`src/rtl/fpm_seq_ctrl.sv`:
```
// fpm_seq_ctrl: sequences operand pairs through a two-cycle multiplier and hands products
// to a consumer, counting completed and overflowing operations with saturating counters.
module fpm_seq_ctrl #(
    parameter int N     = 32,
    parameter int CNT_W = 16
) (
    input  logic             clk,
    input  logic             reset,
    input  logic             in_valid,
    output logic             in_ready,
    input  logic [N-1:0]     in_a,
    input  logic [N-1:0]     in_b,
    output logic             mul_enable,
    output logic [N-1:0]     mul_a,
    output logic [N-1:0]     mul_b,
    input  logic [N-1:0]     mul_result,
    input  logic             mul_overflow,
    output logic             out_valid,
    input  logic             out_ready,
    output logic [N-1:0]     out_result,
    output logic             out_overflow,
    output logic [CNT_W-1:0] op_count,
    output logic [CNT_W-1:0] ovf_count
);
    typedef enum logic [1:0] {IDLE, LOAD, COMPUTE, DONE} state_t;
    localparam logic [CNT_W-1:0] CNT_MAX = '1;
    state_t state;
    logic   accept;
    logic   handshake;
    // in_ready is gated by reset so nothing is offered while the block is held in reset
    assign in_ready     = reset & ((state == IDLE) | ((state == DONE) & out_ready));
    assign accept       = in_valid & in_ready;
    assign handshake    = out_valid & out_ready;
    // multiplier holds its result while enable is low, so DONE can pass it straight through
    assign out_result   = out_valid ? mul_result : '0;
    assign out_overflow = out_valid & mul_overflow;
    always_ff @(posedge clk or negedge reset) begin
        if (!reset) begin
            state      <= IDLE;
            mul_enable <= 1'b0;
            out_valid  <= 1'b0;
            mul_a      <= '0;
            mul_b      <= '0;
            op_count   <= '0;
            ovf_count  <= '0;
        end else begin
            if (accept) begin
                mul_a <= in_a;
                mul_b <= in_b;
            end
            if (handshake && op_count != CNT_MAX)
                op_count <= op_count + CNT_W'(1);
            if (handshake && out_overflow && ovf_count != CNT_MAX)
                ovf_count <= ovf_count + CNT_W'(1);
            case (state)
                IDLE: if (accept) begin
                    state      <= LOAD;
                    mul_enable <= 1'b1;
                end
                LOAD: state <= COMPUTE;
                COMPUTE: begin
                    state      <= DONE;
                    mul_enable <= 1'b0;
                    out_valid  <= 1'b1;
                end
                DONE: if (accept) begin
                    state      <= LOAD;
                    mul_enable <= 1'b1;
                    out_valid  <= 1'b0;
                end else if (out_ready) begin
                    state     <= IDLE;
                    out_valid <= 1'b0;
                end
                default: state <= IDLE;
            endcase
        end
    end
endmodule
```
`config.mk`:
```
export PLATFORM = sky130hd
export DESIGN_NAME = fpm_seq_ctrl
export DESIGN_NICKNAME = d
export VERILOG_FILES = /design/src/rtl/fpm_seq_ctrl.sv
export SDC_FILE = /design/constraint.sdc
export NUM_CORES = 1
export LEC_CHECK = 0
export ABC_AREA = 1
export ABC_CLOCK_PERIOD_IN_PS = 3750
export CAP_MARGIN = 30
export CORE_MARGIN = 10
export CORE_UTILIZATION = 43
export DETAILED_ROUTE_END_ITERATION = 12
export PLACE_DENSITY = 0.9
export SKIP_LAST_GASP = 1
export SYNTH_ARGS = -nofsm -noshare
export SYNTH_HDL_FRONTEND = slang
export SYNTH_SLANG_ARGS = --single-unit
```
`constraint.sdc`:
```
create_clock -name clk -period 3.75 [get_ports clk]
set_input_delay 0.375 -clock clk [delete_from_list [all_inputs] [get_ports clk]]
set_output_delay 0.375 -clock clk [all_outputs]
set_load 0.02 [all_outputs]
```
; ---- Yosys cells after proc, flatten, opt, wreduce, memory -nomap -nowiden
; Cells that the tools add are included.
; Widths: inputs -> output; s select.
[word_totals]
output_inout_bits = 132
in_bits = 101
elab_cells = 43
reg_bits = 100
[op_classes]
reduce_logical = 10
bitwise = 6
eq_ne = 8
addsub = 2
muxes = 10
[ops]
columns = op, count
row1 = $add 16x1->16 const B, 2
row2 = $mux 32, 1
row3 = $ne 16x16->1 const B, 2
row4 = $pmux 2 s4, 1
row5 = $mux 2, 3
row6 = $reduce_and 2->1, 3
row7 = $and 1x1->1, 5
row8 = $eq 2x2->1 const B, 2
row9 = $pmux 1 s2, 2
row10 = $reduce_bool 2->1, 2
row11 = $logic_and 1x1->1, 3
row12 = $mux 1, 3
row13 = $ne 3x3->1 const B, 1
row14 = $eq 2x1->1 const B, 1
row15 = $logic_not 2->1, 1
row16 = $ne 2x1->1 const B, 1
row17 = $ne 2x2->1 const B, 1
row18 = $reduce_or 2->1, 1
row19 = $or 1x1->1, 1

; ---- Logic depth before layout (Yosys ltp)
[depth]
word_depth = 7
depth_mapped = 11

; ---- Least setup slack after synthesis
; No wires, ideal clock.
[synth_path]
path_type = register to register
from = register op_count[0]
to = register op_count[10]
arrival_time_ns = 1.538
path_slack_ns = 2.093
required_ns = 3.631
path_buffers = 1
stages_incl_launch_ff = 10
setup_time_ns = 0.119
cell_sequence = dfrtp_1 -> ha_1 -> nand3_1 -> clkinv_1 -> nand3_2 -> nand2_4 -> nand2_2 -> buf_2 -> nand2_1 -> o21ai_2
[synth_via]
elab_chain_len = 2
word_cells_on_any_way = 3
cone_classes = add/sub: 1 / eq/ne: 1 / reduce/logical: 1
[synth_rtl]
columns = item, line
row1 = start: declaration, 22  ; output logic [CNT_W-1:0] op_count,
row2 = start signal: assignment, 52  ; op_count <= op_count + CNT_W'(1);
row3 = branches (longest 2 deep; another with $add 16x1->16), n/a
; Several ways; the timed one is not identified.
; A chain may end at the register's enable or synchronous reset.

; ---- Worst setup path after layout
[layout_path]
from = register state[0]
to = output port in_ready
[layout_via]
elab_chain_len = 4
word_cells_on_any_way = 5
cone_classes = eq/ne: 1 / bitwise: 3 / reduce/logical: 1
[layout_rtl]
columns = item, line
row1 = start: declaration, 27  ; state_t state;
row2 = start signal: assignment, 39  ; state <= IDLE;
row3 = start signal: assignment, 57  ; state <= LOAD;
row4 = start signal: assignment, 60  ; LOAD: state <= COMPUTE;
row5 = $eq 2x2->1, 31  ; assign in_ready = reset & ((state == IDLE) | ((state == DONE) & out_ready));
row6 = $and 1x1->1, 31
row7 = $or 1x1->1 (*), 31
row8 = $and 1x1->1 (*), 31
row9 = end: declaration, 10  ; output logic in_ready,
; Every way passes the cells marked *; elsewhere a longest branch is shown, timed or not.

==> impl_metrics.yaml <==
timing:
  skew_ns: 0.007682
  fin_setup_tns_ns: 0
  setup_viol: 0
  worst_slack_ns: 1.435
  finalHoldViolCount: 0
  slew_headroom_pct: 55.20
  fmax_ghz: 0.4320
  post-route-period-util_pct: 61.73
  slew_viol_final: 0
  rsz0062_at_grt: "false"
  min_period_ns: 2.315
  tightestPinTransition_ns: 0.6720
layout:
  final_common_cell: "nand2_1"
  fin_nets: 998
  multi_input_area_um2: 2116
  drive_gt1_share_pct: 5.587
  layout.area.seq_um2: 2502
  layout_common_cells: "351 x nand2_1, 231 x clkdlybuf4s50_1, 100 x dfrtp_1"
  synthToLayoutAreaGrowth_pct: 55.54
  diodes: 0
  n_fill_cell: 904
routing:
  drc: 0
  drt-vias-per-instance: 4.697
  wirelength_um: 15470
  ant_nets: 0
  first_pass_iters: 4
  vias: 4876
  drt_iter0_drc: 247
  wl_per_cell_um: 14.91
global_routing:
  grt_pass1_vias: 4903
  grt.total_usage_pct: 18.59
  grt_pass1_wl_um: 24730
  grt_start_max_net_pins: 68
  antenna_found_initial: 0
  overflow: 0
clock_tree:
  clk_pin_slew_ns: 0.07
  htreeDepth: 3
  post-cts-setup-buffer-count: 0
  clock_latency_ns: 0.34
  cts.repair.resized: 0
  cts_root_buf: "clkbuf_16"
  cts_tree: "done"
  cts_buffers: 9
  cts_sinks: 100
  postCtsHoldBufs: 0
  cts.path.max_buffers: 2
run:
  max_cap_viol_count: 0
setup_path:
  cp-endpoint: "in_ready"
  setup.worst_path.end_class: "output port"
  r2r-start: "state[0]$_DFFE_PN0P_"
  reg2reg_depth: 9
  timing.reg2reg.setup_slack_ns: 1.68
  crit_path_start_kind: "flop"
  rr_endpoint: "state[0]$_DFFE_PN0P_"
  worstPathRequired_ns: 3.38
  crit_type: "reg2out"
  crit_start: "state[0]$_DFFE_PN0P_"
  crit_arrival_ns: 1.94
  worstPathMaxFanout: 4
placement:
  pre_cts_slack_ns: 1.459
  place.gp.congestion: 0.8719
  place_hpwl_um: 11930
  port_buffers: 232
yosys:
  yosysWarnings: 0
  netlist_instances: 665
  ys_seq_elements: 100
  ys_seq_area_share_pct: 50.33
  synth_fp_nets: 772
  synth_area_per_cell_um2: 7.477
  syn_area_um2: 4972
  yosysUniqueCellTypes: 29
die:
  fp.dieH_um: 127.5
  die_x_um: 127.5
  rows: 39
  start_util_pct: 43.73
  ios: 233
  coreArea_um2: 11370
  design.die.area_um2: 16270
min_path:
  hold_class: "in2async"
power_and_ir_drop:
  ir_worst_vdd_mv: 0.5040
  pwr_density_cell_nw_per_um2: 722.7
  power_leakage_nw: 3.820
outcome:
  status: "finished, final reports clean"
cell families after synthesis:
group / after synthesis / share of synthesized area, %
AND/OR/NAND/NOR: 437 / 35.83
flip-flops: 100 / 50.33
adder cells (fa/ha/maj): 6 / 1.510
buffers and inverters: 86 / 7.222
XOR/XNOR: 15 / 2.642
AO/OA/AOI/OAI: 21 / 2.466
worst min path at each step:
stage | slack (ns) | cells after the start | end | start
floorplan | 0.08 | 0 | mul_a[0]$_DFFE_PN0P_ | reset
global placement | 0.43 | 1 | ovf_count[4]$_DFFE_PN0P_ | reset
detailed placement | 0.44 | 1 | ovf_count[4]$_DFFE_PN0P_ | reset
CTS | 0.07 | 1 | ovf_count[3]$_DFFE_PN0P_ | reset
global route | 0.09 | 1 | ovf_count[4]$_DFFE_PN0P_ | reset
finish | 0.05 | 1 | ovf_count[3]$_DFFE_PN0P_ | reset
Yosys cell counts (all sizes together):
master  number  area (µm²)
nand4        9       56.30
xnor2        7       61.31
nor3         1       5.000
buf         16       92.59
ha           6       75.07
xor2         8       70.07
inv         63       239.0
nor2        37       153.9
nand3b       2       15.01
a21boi       1       7.510
clkinv       2       8.750
nand3       21       110.1
dfrtp      100        2502
nand2      367        1441
o21ai       19       110.1
a21oi        1       5.000
clkbuf       5       18.77
flip-flops by register name (all words and copies together) (netlist names):
signal      flops
ovf_count      16
state           2
mul_enable      1
mul_b          32
op_count       16
mul_a          32
out_valid       1
where the power goes:
part | internal (W) | switching (W)
Combinational | 0.00127 | 0.00154
Clock | 0.000579 | 0.000391
Sequential | 0.00149 | 0.000313
stage by stage:
stage          instance area [µm²]  utilization [%]  hold slack, ns  total power [W]  std cells
2_1_floorplan                 4972                -         0.07941         0.003220        665
3_3_place_gp                  7380            64.91          0.4346         0.004546       1021
3_5_place_dp                  7427            65.32          0.4386         0.004656       1023
4_1_cts                       7734            68.02         0.07482         0.005653       1038
5_1_grt                       7734            68.02         0.09495         0.005963       1038
6_report                      7734            68.02         0.05426         0.005589       1038
worst max-delay path: stages, from the launching register on:
cell             delay, ns
dfrtp_1               0.41
inv_1                 0.11
ha_1                  0.15
inv_1                 0.06
a21boi_0              0.18
clkdlybuf4s50_1       0.70
cell type report:
| class | instances | area share, % |
|---|---|---|
| Clock buffer | 10 | 2.961 |
| Clock inverter | 5 | 1.003 |
| Timing Repair Buffer | 236 | 30.80 |
| Tap cell | 143 | 2.314 |
| Multi-Input combinational cell | 479 | 27.36 |
| Sequential cell | 100 | 32.36 |
| Inverter | 65 | 3.203 |
layer usage:
layer	global-route usage (%)	part of all wire [%]	up-vias
li1	-	-	2452
met3	9.884	13	14
met1	20.33	38	2210
met5	0	0	-
met4	5.224	1.2	0
met2	30.73	48	200
(Power assumes the default switching activity.)
